### config.mk
export PLATFORM = sky130hd
export DESIGN_NAME = exp_req_arbiter
export DESIGN_NICKNAME = d
export VERILOG_FILES = /design/src/rtl/exp_req_arbiter.sv
export SDC_FILE = /design/constraint.sdc
export NUM_CORES = 1
export LEC_CHECK = 0
export CAP_MARGIN = 0
export CORE_UTILIZATION = 32
export CTS_CLUSTER_DIAMETER = 200
export DETAILED_ROUTE_END_ITERATION = 12
export GPL_ROUTABILITY_DRIVEN = 0
export HOLD_SLACK_MARGIN = 0.15
export PLACE_DENSITY = 0.92
export REMOVE_ABC_BUFFERS = 1
export SETUP_SLACK_MARGIN = 0.05
export SLEW_MARGIN = 20
export SYNTH_ARGS = -nofsm -noshare
export SYNTH_HDL_FRONTEND = slang
export SYNTH_SLANG_ARGS = --single-unit
### constraint.sdc
create_clock -name clk -period 4.1 [get_ports clk]
set_clock_uncertainty 0.15 [all_clocks]
set_input_delay 1.025 -clock clk [delete_from_list [all_inputs] [get_ports clk]]
set_output_delay 1.025 -clock clk [all_outputs]
set_load 0.01 [all_outputs]
### src/rtl/exp_req_arbiter.sv
// exp_req_arbiter
//   Shares one in-order exponentiation unit among N_REQ requesters. A
//   round-robin arbiter picks the next requester, issues its operand to the
//   unit and records the owner ID in a tag FIFO. Each unit result is steered
//   back to the owner at the FIFO head, with no added latency.
//
// Ports
//   clk, rst        clock, asynchronous active-high reset
//   req_valid       per-requester operand valid
//   req_enable      per-requester operand accepted (one-hot or zero)
//   req_data        packed operands, requester i at [i*X_BITS +: X_BITS]
//   rsp_valid       per-requester result valid (one-hot or zero)
//   rsp_enable      per-requester result accept
//   rsp_data        result, broadcast to all requesters
//   rsp_id          owner of the current result
//   exp_in_*        operand handshake toward the unit
//   exp_out_*       result handshake from the unit
//   err_orphan      sticky: unit result arrived with no outstanding tag
module exp_req_arbiter #(
  parameter int unsigned N_REQ     = 4,
  parameter int unsigned X_BITS    = 16,
  parameter int unsigned Y_BITS    = 16,
  parameter int unsigned TAG_DEPTH = 2
) (
  input  logic                       clk,
  input  logic                       rst,
  input  logic [N_REQ-1:0]           req_valid,
  output logic [N_REQ-1:0]           req_enable,
  input  logic [N_REQ*X_BITS-1:0]    req_data,
  output logic [N_REQ-1:0]           rsp_valid,
  input  logic [N_REQ-1:0]           rsp_enable,
  output logic [Y_BITS-1:0]          rsp_data,
  output logic [$clog2(N_REQ)-1:0]   rsp_id,
  output logic                       exp_in_valid,
  input  logic                       exp_in_enable,
  output logic [X_BITS-1:0]          exp_in_data,
  input  logic                       exp_out_valid,
  output logic                       exp_out_enable,
  input  logic [Y_BITS-1:0]          exp_out_data,
  output logic                       err_orphan
);

  localparam int unsigned IdW  = $clog2(N_REQ);
  localparam int unsigned PtrW = $clog2(TAG_DEPTH);
  localparam int unsigned CntW = $clog2(TAG_DEPTH) + 1;
  localparam logic [CntW-1:0] FullCnt = CntW'(TAG_DEPTH);
  localparam logic [IdW-1:0]  LastId  = IdW'(N_REQ - 1);

  logic [IdW-1:0]  last_grant_q;
  logic [IdW-1:0]  tag_q [TAG_DEPTH];
  logic [PtrW-1:0] wr_ptr_q, rd_ptr_q;
  logic [CntW-1:0] count_q;
  logic            err_orphan_q;

  logic [X_BITS-1:0] req_arr [N_REQ];
  logic [IdW-1:0]    winner;
  logic              found;
  logic              fifo_empty;
  logic [IdW-1:0]    head;
  logic              pop;
  logic              can_issue;
  logic              issue;

  for (genvar i = 0; i < N_REQ; i++) begin : g_unpack
    assign req_arr[i] = req_data[i*X_BITS +: X_BITS];
  end

  assign fifo_empty = (count_q == '0);
  assign head       = tag_q[rd_ptr_q];
  assign pop        = exp_out_valid & ~fifo_empty & rsp_enable[head];
  // A full FIFO may still accept a push when the head retires this cycle.
  // Issue is held off during reset so every output reads zero while rst=1.
  assign can_issue  = exp_in_enable & ((count_q < FullCnt) | pop) & ~rst;
  assign issue      = can_issue & found;
  assign err_orphan = err_orphan_q;

  // Round-robin search starting just after the last accepted grant.
  always_comb begin
    int unsigned idx;
    winner = '0;
    found  = 1'b0;
    idx    = 0;
    for (int unsigned off = 1; off <= N_REQ; off++) begin
      idx = 32'(last_grant_q) + off;
      if (idx >= N_REQ) idx = idx - N_REQ;
      if (!found && req_valid[idx]) begin
        found  = 1'b1;
        winner = IdW'(idx);
      end
    end
  end

  // Issue side. exp_in_valid is qualified by exp_in_enable through can_issue:
  // the unit captures on valid alone and would overwrite a held result.
  always_comb begin
    req_enable   = '0;
    exp_in_valid = 1'b0;
    exp_in_data  = '0;
    if (issue) begin
      req_enable[winner] = 1'b1;
      exp_in_valid       = 1'b1;
      exp_in_data        = req_arr[winner];
    end
  end

  // Response side: purely combinational steering to the head owner.
  always_comb begin
    rsp_valid      = '0;
    rsp_id         = '0;
    rsp_data       = '0;
    exp_out_enable = 1'b0;
    if (!fifo_empty) begin
      rsp_valid[head] = exp_out_valid;
      rsp_id          = head;
      rsp_data        = exp_out_data;
      exp_out_enable  = rsp_enable[head];
    end
  end

  always_ff @(posedge clk or posedge rst) begin
    if (rst) begin
      last_grant_q <= LastId;
      wr_ptr_q     <= '0;
      rd_ptr_q     <= '0;
      count_q      <= '0;
      err_orphan_q <= 1'b0;
    end else begin
      if (issue) begin
        last_grant_q <= winner;
        wr_ptr_q     <= wr_ptr_q + PtrW'(1);
      end
      if (pop) rd_ptr_q <= rd_ptr_q + PtrW'(1);
      if (issue && !pop)      count_q <= count_q + CntW'(1);
      else if (!issue && pop) count_q <= count_q - CntW'(1);
      if (exp_out_valid && fifo_empty) err_orphan_q <= 1'b1;
    end
  end

  // Tag storage needs no reset; entries are only read when count_q is non-zero.
  always_ff @(posedge clk) begin
    if (issue) tag_q[wr_ptr_q] <= winner;
  end

endmodule

==> flow_metrics.py, run 1 <==
metrics = {
    "floorplanning": {
        "die_area_sq_mm": 0.00511,
        "initial_core_util_pct": 34.3,
        "std_cell_rows": 24,
        "die_x_um": 71.5,
        "core_sq_mm": 0.00450,
        "pin_count": 137,
        "die_h_um": 71.5,
    },
    "global_route": {
        "grt_first_pass_wirelength_mm": 9.29,
        "antenna_found_initial": 0,
        "grt.overflow.total": 0,
        "grt_usage_pct": 22.8,
        "grt_pass1_vias": 2115,
        "grt_max_degree": 24,
    },
    "power": {
        "p_leak_nw": 1.38,
        "power_density_mw_per_mm2": 476,
        "ir_drop_mv": 0.328,
    },
    "cells_and_area": {
        "final_nets": 435,
        "mostFrequentLayoutCells": "clkdlybuf4s50_1 (107), nand2_1 (32), buf_2 (20), nor2b_1 (17), buf_4 (16)",
        "mostFrequentLayoutCell": "clkdlybuf4s50_1",
        "instances_no_fill": 393,
        "syn2layout_area_growth_pct": 124,
        "antenna_cells": 0,
        "drive_gt1_share_pct": 34.9,
    },
    "synth": {
        "syn_avg_cell_area_sq_um": 8.13,
        "synth-seq-cells": 11,
        "ys_types": 37,
        "yosysWarnings": 0,
        "async_flop_share_pct": 63.6,
        "yosysSeqAreaShare_pct": 19.3,
        "syn_area_sq_mm": 0.00154,
        "synth_ff_type": "dfrtp_1",
        "synthCells": 190,
        "synth_enable_flop_cells": 4,
    },
    "routing": {
        "dr.pass1.iters": 4,
        "vias": 2125,
        "wirelength_mm": 6.35,
        "drtIter0Drc": 61,
        "drtAntennaViolNets": 0,
        "wl_per_cell_um": 16.2,
        "drc": 0,
        "avgViaCountPerCell": 5.41,
    },
    "setup_path": {
        "cp_slowest_cell": "a221o_2",
        "critPathKind": "in2out",
        "worstPathCellList": "dlygate4sd2_1, a21oi_1, or4_4, a221o_2, buf_12, a311oi_2, buf_2",
        "end_kind": "output port",
        "path_buf_inv": 3,
        "cp.arrival_ns": 2.79,
        "required_ns": 2.92,
        "path_delay_family": "compound AO/OA/AOI/OAI gates",
        "critPathMaxStageDelay_ns": 0.51,
        "path_max_fanout": 7,
        "start_kind": "input port",
    },
    "placement": {
        "dp_cells": 382,
        "numPortBuffers": 136,
        "dp_hpwl_mm": 4.32,
        "place_ws_ns": -0.530,
    },
    "timing": {
        "fmax_mhz": 252,
        "post-route-min-period_ns": 3.96,
        "rsz0062_at_grt": "no",
        "final.setup.worst_slack_ns": 0.138,
        "fin_setup_tns_ns": 0,
        "worst_slew_margin_rel_pct": 78.5,
        "fin_crit_sh_pct": 96.6,
        "hold_viol": 0,
        "tightestPinTransition_ns": 0.322,
        "setup_viol": 0,
        "slew_violations": 0,
    },
    "clocking": {
        "clk_pin_slew_ns": 0.05,
        "cts_inserted_buffers": 3,
        "cts_tree": "yes",
        "insertion_delay_ns": 0.23,
        "h-tree-depth": 1,
        "postCtsHoldBufs": 0,
        "cts_sinks": 11,
        "cts_root_buffer": "clkbuf_8",
        "clock_path_buffers": 2,
    },
    "run": {
        "cap_violations": 0,
    },
    "run_status": {
        "status": "finished clean",
    },
    "worst_hold_path": {
        "hp-class": "reg2reg",
    },
}
==> area by class of cell <==
type,count,area (sq um)
inverter,6,25.0
fill,302,1040
sequential,11,298
multi-input combinational,155,1400
clock buffer,4,45.0
timing repair buffer,165,1640
tap,52,65.1
==> timing repair <==
| action | CTS | global route |
|---|---|---|
| setup buffers | 0 | 3 |
| resized for setup | 106 | 41 |
| gates cloned | 2 | 2 |
| pin swaps | 4 | 9 |
| setup endpoints to repair | 21 | 16 |
==> per-stage QoR <==
stage / util, % / instance area [sq um] / hold WS [ns] / total power, mW
after floorplan: - / 1450 / 0.318 / 0.739
after global placement: 69.4 / 3120 / 0.335 / 1.29
after detailed placement: 69.4 / 3120 / 0.346 / 1.31
after CTS: 71.1 / 3200 / 0.357 / 1.46
after global routing: 76.9 / 3460 / 0.377 / 1.76
final: 76.9 / 3460 / 0.361 / 1.65
==> where the power goes <==
| part | switching (mW) | internal [mW] | total [mW] |
|---|---|---|---|
| sequential | 0.0445 | 0.166 | 0.210 |
| combinational | 0.650 | 0.682 | 1.33 |
| clock | 0.0383 | 0.0681 | 0.106 |
| total | 0.733 | 0.916 | 1.65 |
==> per-layer routing <==
layer	part of all wire [%]	global-route usage (%)	up-vias
met1	36	23.0	969
met2	54	46.2	136
met5	0	0	-
met4	2.5	8.06	0
li1	-	-	1006
met3	8.2	3.94	14
==> synth_stat cells (4+ instances only) <==
cell	number	area, sq um
a211oi_1	16	120
a21oi_1	4	20.0
a311oi_1	4	35.0
a311oi_2	12	180
buf_6	4	45.0
clkbuf_1	13	48.8
dfrtp_1	5	125
edfxtp_1	4	120
inv_1	4	15.0
nand2_1	32	120
nand3b_1	4	30.0
nor2_1	15	56.3
nor2b_1	18	113
nor3_2	5	50.1
nor4b_1	16	140
or3b_1	4	35.0
xnor2_1	4	35.0
==> worst paths after layout <==
check / start / end / slack [ns] / cells past startpoint
worst max-delay path: rsp_enable[1] / exp_in_data[10] / 0.14 / 7
worst min-delay path: wr_ptr_q$_DFFE_PP0P_ / wr_ptr_q$_DFFE_PP0P_ / 0.36 / 1
worst max register to register: rd_ptr_q$_DFFE_PP0P_ / count_q[1]$_DFFE_PP0P_ / 1.30 / 10
worst min register to register: wr_ptr_q$_DFFE_PP0P_ / wr_ptr_q$_DFFE_PP0P_ / 0.36 / 1
max in group asynchronous: rst / last_grant_q[1]$_DFFE_PP1P_ / 2.65 / 3
min in group asynchronous: rst / rd_ptr_q$_DFFE_PP0P_ / 0.94 / 3
==> worst reg2reg max path, delay by kind of cell (launching register included) <==
| family | cells | cell delay [ns] |
|---|---|---|
| AND/OR/NAND/NOR | 3 | 0.83 |
| AO/OA/AOI/OAI | 2 | 0.57 |
| flip-flops | 1 | 0.46 |
| XOR/XNOR | 2 | 0.27 |
| buffers and inverters | 2 | 0.26 |
| adder cells (fa/ha/maj) | 1 | 0.15 |
==> cells by family after synthesis <==
logic type / after synthesis / share of synthesized area, %
AO/OA/AOI/OAI: 43 / 26.6
XOR/XNOR: 5 / 2.84
adder cells (fa/ha/maj): 1 / 0.810
buffers and inverters: 24 / 7.86
flip-flops: 11 / 19.3
multiplexers: 5 / 3.48
AND/OR/NAND/NOR: 101 / 39.1
==> sequential cells by signal (all words and copies together), names as in the netlist <==
signal / count
tag_q: 4
count_q: 2
last_grant_q: 2
err_orphan: 1
rd_ptr_q: 1
wr_ptr_q: 1
No activity file was read; power rests on OpenSTA's default activity.
==> inputs of run 2 (changes only) <==
--- a/config.mk
+++ b/config.mk
@@ -6,7 +6,9 @@
 export NUM_CORES = 1
 export LEC_CHECK = 0
 export CAP_MARGIN = 0
-export CORE_UTILIZATION = 32
+export CELL_PAD_IN_SITES_DETAIL_PLACEMENT = 1
+export CELL_PAD_IN_SITES_GLOBAL_PLACEMENT = 1
+export CORE_UTILIZATION = 21
 export CTS_CLUSTER_DIAMETER = 200
 export DETAILED_ROUTE_END_ITERATION = 12
 export GPL_ROUTABILITY_DRIVEN = 0
@@ -14,7 +16,6 @@
 export PLACE_DENSITY = 0.92
 export REMOVE_ABC_BUFFERS = 1
 export SETUP_SLACK_MARGIN = 0.05
-export SLEW_MARGIN = 20
 export SYNTH_ARGS = -nofsm -noshare
 export SYNTH_HDL_FRONTEND = slang
 export SYNTH_SLANG_ARGS = --single-unit
==> run 2 against run 1 <==
Net effect: sequential power rose by 4%; register-to-register slack got worse by 0.21 ns; sequential share of layout area rose by 0.088 points; global-route usage fell by 3.3 points.
==> flow_metrics.py, run 2 (synthesis gave the netlist of run 1 again) <==
metrics = {
    "run": {
        "cap_violations": 0,
    },
    "clocking": {
        "cts_tree": "yes",
        "cts_root_buffer": "clkbuf_8",
        "h-tree-depth": 1,
        "cts_inserted_buffers": 3,
        "clk_pin_slew_ns": 0.05,
        "insertion_delay_ns": 0.23,
        "cts_sinks": 11,
        "postCtsHoldBufs": 0,
        "clock_path_buffers": 2,
    },
    "floorplanning": {
        "initial_core_util_pct": 22.2,
        "pin_count": 137,
        "die_area_sq_mm": 0.00770,
        "core_sq_mm": 0.00694,
        "die_h_um": 87.7,
        "die_x_um": 87.7,
        "std_cell_rows": 30,
    },
    "cells_and_area": {
        "nFillCells": 814,
        "drive_gt1_share_pct": 32.7,
        "syn2layout_area_growth_pct": 122,
        "mostFrequentLayoutCells": "clkdlybuf4s50_1 (107), nand2_1 (32), buf_2 (21), buf_4 (21), nor2b_1 (17)",
        "antenna_cells": 0,
        "largest_reg_flops": 4,
        "final_area_sq_mm": 0.00343,
        "mostFrequentLayoutCell": "clkdlybuf4s50_1",
        "regMostFlops": "tag_q",
        "top_regs": "tag_q: 4 flops, count_q: 2 flops, last_grant_q: 2 flops",
        "final_nets": 437,
    },
    "routing": {
        "drtIter0Drc": 49,
        "wirelength_mm": 7.34,
        "met2_length_mm": 3.91,
        "avgViaCountPerCell": 4.87,
        "wl_met1_mm": 2.71,
        "met3_length_um": 605,
        "routed.top_layer": "met4",
        "drtAntennaViolNets": 0,
        "drc": 0,
        "dr.pass1.iters": 4,
        "wl_per_cell_um": 16.7,
        "vias": 2136,
    },
    "setup_path": {
        "critPathKind": "in2out",
        "rr_startpoint": "rd_ptr_q$_DFFE_PP0P_",
        "r2r_end": "count_q[1]$_DFFE_PP0P_",
        "cp-startpoint": "rsp_enable[2]",
        "path_max_fanout": 6,
        "required_ns": 2.92,
        "worstPathCellList": "clkdlybuf4s15_1, a21oi_2, or4_4, a221o_2, buf_12, a311oi_2, buf_2",
        "worstSetupEndpoint": "exp_in_data[0]",
        "start_kind": "input port",
        "end_kind": "output port",
        "cp_slowest_cell": "a221o_2",
        "critPathMaxStageDelay_ns": 0.51,
        "crit_cells": 7,
        "cp.arrival_ns": 2.83,
        "path_buf_inv": 3,
        "path_delay_family": "compound AO/OA/AOI/OAI gates",
        "r2r_cells": 11,
        "reg2reg_slack_ns": 1.09,
    },
    "run_status": {
        "status": "finished clean",
    },
    "timing": {
        "fmax_mhz": 249,
        "post-route-min-period_ns": 4.01,
        "worst_slew_margin_rel_pct": 72.9,
        "fin_crit_sh_pct": 97.8,
        "rsz0062_at_grt": "yes",
        "slew_violations": 0,
        "fin_setup_tns_ns": 0,
        "setup_viol": 0,
        "tightestPinTransition_ns": 0.406,
        "hold_viol": 0,
        "final.setup.worst_slack_ns": 0.0913,
    },
    "power": {
        "ir_drop_mv": 0.222,
        "power_density_mw_per_mm2": 463,
        "p_leak_nw": 1.33,
    },
    "worst_hold_path": {
        "hp-class": "reg2reg",
    },
    "global_route": {
        "grt_pass1_vias": 2352,
        "grt.overflow.total": 0,
        "grt_usage_pct": 19.5,
        "antenna_found_initial": 0,
        "grt_first_pass_wirelength_mm": 11.6,
        "grt_max_degree": 22,
    },
    "placement": {
        "place_ws_ns": -0.649,
        "dp_hpwl_mm": 5.58,
        "numPortBuffers": 136,
        "dpl_cell_area_sq_mm": 0.00315,
    },
}
[run 2: where the power goes]
group	total [mW]	leakage, nW	internal [mW]	switching (mW)
combinational	1.26	1.19	0.636	0.626
clock	0.106	0.0255	0.0666	0.0395
sequential	0.219	0.113	0.166	0.0533
[run 2: how the worst min path moves through the flow]
| stage | startpoint | to | cells after the start |
|---|---|---|---|
| after floorplan | wr_ptr_q$_DFFE_PP0P_ | wr_ptr_q$_DFFE_PP0P_ | 1 |
| after global placement | err_orphan$_DFFE_PP0P_ | err_orphan$_DFFE_PP0P_ | 1 |
| after detailed placement | err_orphan$_DFFE_PP0P_ | err_orphan$_DFFE_PP0P_ | 1 |
| after CTS | err_orphan$_DFFE_PP0P_ | err_orphan$_DFFE_PP0P_ | 1 |
| after global routing | err_orphan$_DFFE_PP0P_ | err_orphan$_DFFE_PP0P_ | 1 |
| final | err_orphan$_DFFE_PP0P_ | err_orphan$_DFFE_PP0P_ | 1 |
[run 2: through the flow]
stage	cells	total power [mW]	utilization [%]	hold WS (ns)
6_report	439	1.59	49.4	0.339
5_1_grt	439	1.70	49.4	0.354
4_1_cts	439	1.58	49.2	0.335
3_5_place_dp	425	1.30	45.3	0.322
3_3_place_gp	425	1.27	45.3	0.317
2_1_floorplan	172	0.739	-	0.318
[run 2: layout make-up]
type                       instances  area, sq um  area share (%)
inverter                           6         22.5           0.657
clock inverter                     1         5.00           0.146
tap                               96          120            3.50
multi-input combinational        155         1320            38.5
sequential                        11          298            8.68
clock buffer                       3         41.3            1.20
timing repair buffer             167         1620            47.3
[run 2: per-layer routing]
| metal | global-route usage (%) | up-vias |
|---|---|---|
| li1 | - | 1012 |
| met1 | 20.0 | 1007 |
| met2 | 39.5 | 107 |
| met3 | 3.96 | 10 |
| met4 | 4.77 | 0 |
| met5 | 0 | - |
[run 2: timing repair]
action | CTS | global route
setup endpoints to repair | 21 | 2
resized for setup | 133 | 3
gates cloned | 3 | 0
pin swaps | 15 | 2
buffers inserted | 7 | 0
==> inputs of run 3 (changes only) <==
--- a/config.mk
+++ b/config.mk
@@ -13,7 +13,7 @@
 export DETAILED_ROUTE_END_ITERATION = 12
 export GPL_ROUTABILITY_DRIVEN = 0
 export HOLD_SLACK_MARGIN = 0.15
-export PLACE_DENSITY = 0.92
+export PLACE_DENSITY = 0.83
 export REMOVE_ABC_BUFFERS = 1
 export SETUP_SLACK_MARGIN = 0.05
 export SYNTH_ARGS = -nofsm -noshare
==> run 3 against run 2 <==
Net effect: first-iteration DRC count decreased by 10%; setup slack improved by 0.051 ns; sequential share of layout area about the same; critical path type unchanged; final area about the same; maximum frequency increased by 1.3%; utilization about the same; clock power increased by 5%.
==> flow_metrics.py, run 3 (synthesis gave the netlist of run 1 again) <==
metrics = {
    "clocking": {
        "clock_path_buffers": 2,
        "cts_root_buffer": "clkbuf_8",
        "h-tree-depth": 1,
        "cts_tree": "yes",
        "clk_pin_slew_ns": 0.05,
        "cts_inserted_buffers": 3,
        "cts_sinks": 11,
        "insertion_delay_ns": 0.25,
    },
    "timing": {
        "fin_crit_sh_pct": 96.5,
        "holdWs_ns": 0.347,
        "rsz0062_at_grt": "no",
        "setup_viol": 0,
        "worst_slew_margin_rel_pct": 76.4,
        "tightestPinTransition_ns": 0.352,
        "slew_violations": 0,
        "fmax_mhz": 253,
        "hold_viol": 0,
        "post-route-min-period_ns": 3.96,
        "fin_setup_tns_ns": 0,
        "final.setup.worst_slack_ns": 0.143,
    },
    "floorplanning": {
        "die_h_um": 87.7,
        "initial_core_util_pct": 22.2,
        "pin_count": 137,
        "core_sq_mm": 0.00694,
        "die_area_sq_mm": 0.00770,
        "die_x_um": 87.7,
        "std_cell_rows": 30,
    },
    "setup_path": {
        "path_max_fanout": 8,
        "required_ns": 2.92,
        "start_kind": "input port",
        "cp.arrival_ns": 2.78,
        "r2r_cells": 10,
        "critPathKind": "in2out",
        "end_kind": "output port",
    },
    "cells_and_area": {
        "final_area_sq_mm": 0.00343,
        "antenna_cells": 0,
        "mostFrequentLayoutCells": "clkdlybuf4s50_1 (107), nand2_1 (32), buf_4 (21), buf_2 (20), nor2b_1 (18)",
        "final_nets": 439,
        "final_util_pct": 49.4,
        "drive_gt1_share_pct": 33.6,
        "regMostFlops": "tag_q",
        "top_regs": "tag_q: 4 flops, count_q: 2 flops, last_grant_q: 2 flops",
        "mostFrequentLayoutCell": "clkdlybuf4s50_1",
        "largest_reg_flops": 4,
        "syn2layout_area_growth_pct": 122,
        "instances_no_fill": 441,
    },
    "routing": {
        "drc": 0,
        "wirelength_mm": 7.19,
        "wl_per_cell_um": 16.3,
        "avgViaCountPerCell": 4.80,
        "drtIter0Drc": 44,
        "dr.pass1.iters": 4,
        "vias": 2117,
        "drtAntennaViolNets": 0,
    },
    "worst_hold_path": {
        "worstHoldPathCells": 1,
        "hp-class": "reg2reg",
    },
    "global_route": {
        "grt_usage_pct": 19.4,
        "antenna_found_initial": 0,
        "grt_max_degree": 24,
        "grt.overflow.total": 0,
        "grt_first_pass_wirelength_mm": 11.5,
        "grt_pass1_vias": 2342,
    },
    "run_status": {
        "status": "finished clean",
    },
    "placement": {
        "dp_hpwl_mm": 5.44,
        "place_ws_ns": -0.577,
        "numPortBuffers": 136,
        "dp_cells": 429,
        "dpl_cell_area_sq_mm": 0.00320,
    },
    "power": {
        "p_leak_nw": 1.35,
        "power_density_mw_per_mm2": 463,
        "ir_drop_mv": 0.235,
        "power_mw": 1.59,
    },
    "run": {
        "cap_violations": 0,
    },
}
## run 3: worst paths after layout
check | from | to | slack, ns
max | rsp_enable[2] | exp_in_data[1] | 0.14
min | err_orphan$_DFFE_PP0P_ | err_orphan$_DFFE_PP0P_ | 0.35
max reg2reg | rd_ptr_q$_DFFE_PP0P_ | count_q[1]$_DFFE_PP0P_ | 1.30
min reg2reg | err_orphan$_DFFE_PP0P_ | err_orphan$_DFFE_PP0P_ | 0.35
max in group asynchronous | rst | last_grant_q[0]$_DFFE_PP1P_ | 2.67
min in group asynchronous | rst | wr_ptr_q$_DFFE_PP0P_ | 0.93
## run 3: power breakdown
| group | internal [mW] | total (mW) | switching (mW) | leakage (nW) |
|---|---|---|---|---|
| clock | 0.0670 | 0.111 | 0.0441 | 0.0255 |
| combinational | 0.645 | 1.26 | 0.619 | 1.21 |
| sequential | 0.166 | 0.214 | 0.0485 | 0.113 |
| total | 0.878 | 1.59 | 0.712 | 1.35 |
## run 3: layout make-up
cell class	count	area [sq um]
clock buffer	3	41.3
clock inverter	1	5.00
fill	804	3510
inverter	6	22.5
multi-input combinational	155	1310
sequential	11	298
tap	96	120
timing repair buffer	169	1630
## run 3: repair_timing
item / CTS / global route
cloned: 2 / 0
hold buffers: 0 / 0
setup endpoints to repair: 22 / 17
hold endpoints to repair: 0 / 0
resized for setup: 129 / 9
buffers inserted: 6 / 0
pin swaps: 6 / 6
## run 3: critical path, cell delays in order
cell and delay, ns:
clkbuf_2 0.08, a21oi_1 0.03, or4_4 0.55, a221o_2 0.51, clkbuf_16 0.20, a311oi_2 0.22
buf_2 0.16
## run 3: metal layers
| layer | up-vias | global-route usage, % | routed length (um) |
|---|---|---|---|
| met5 | - | 0 | 0 |
| met4 | 0 | 5.96 | 99 |
| met1 | 983 | 20.3 | 2730 |
| li1 | 1017 | - | - |
| met3 | 6 | 4.34 | 634 |
| met2 | 111 | 38.1 | 3730 |
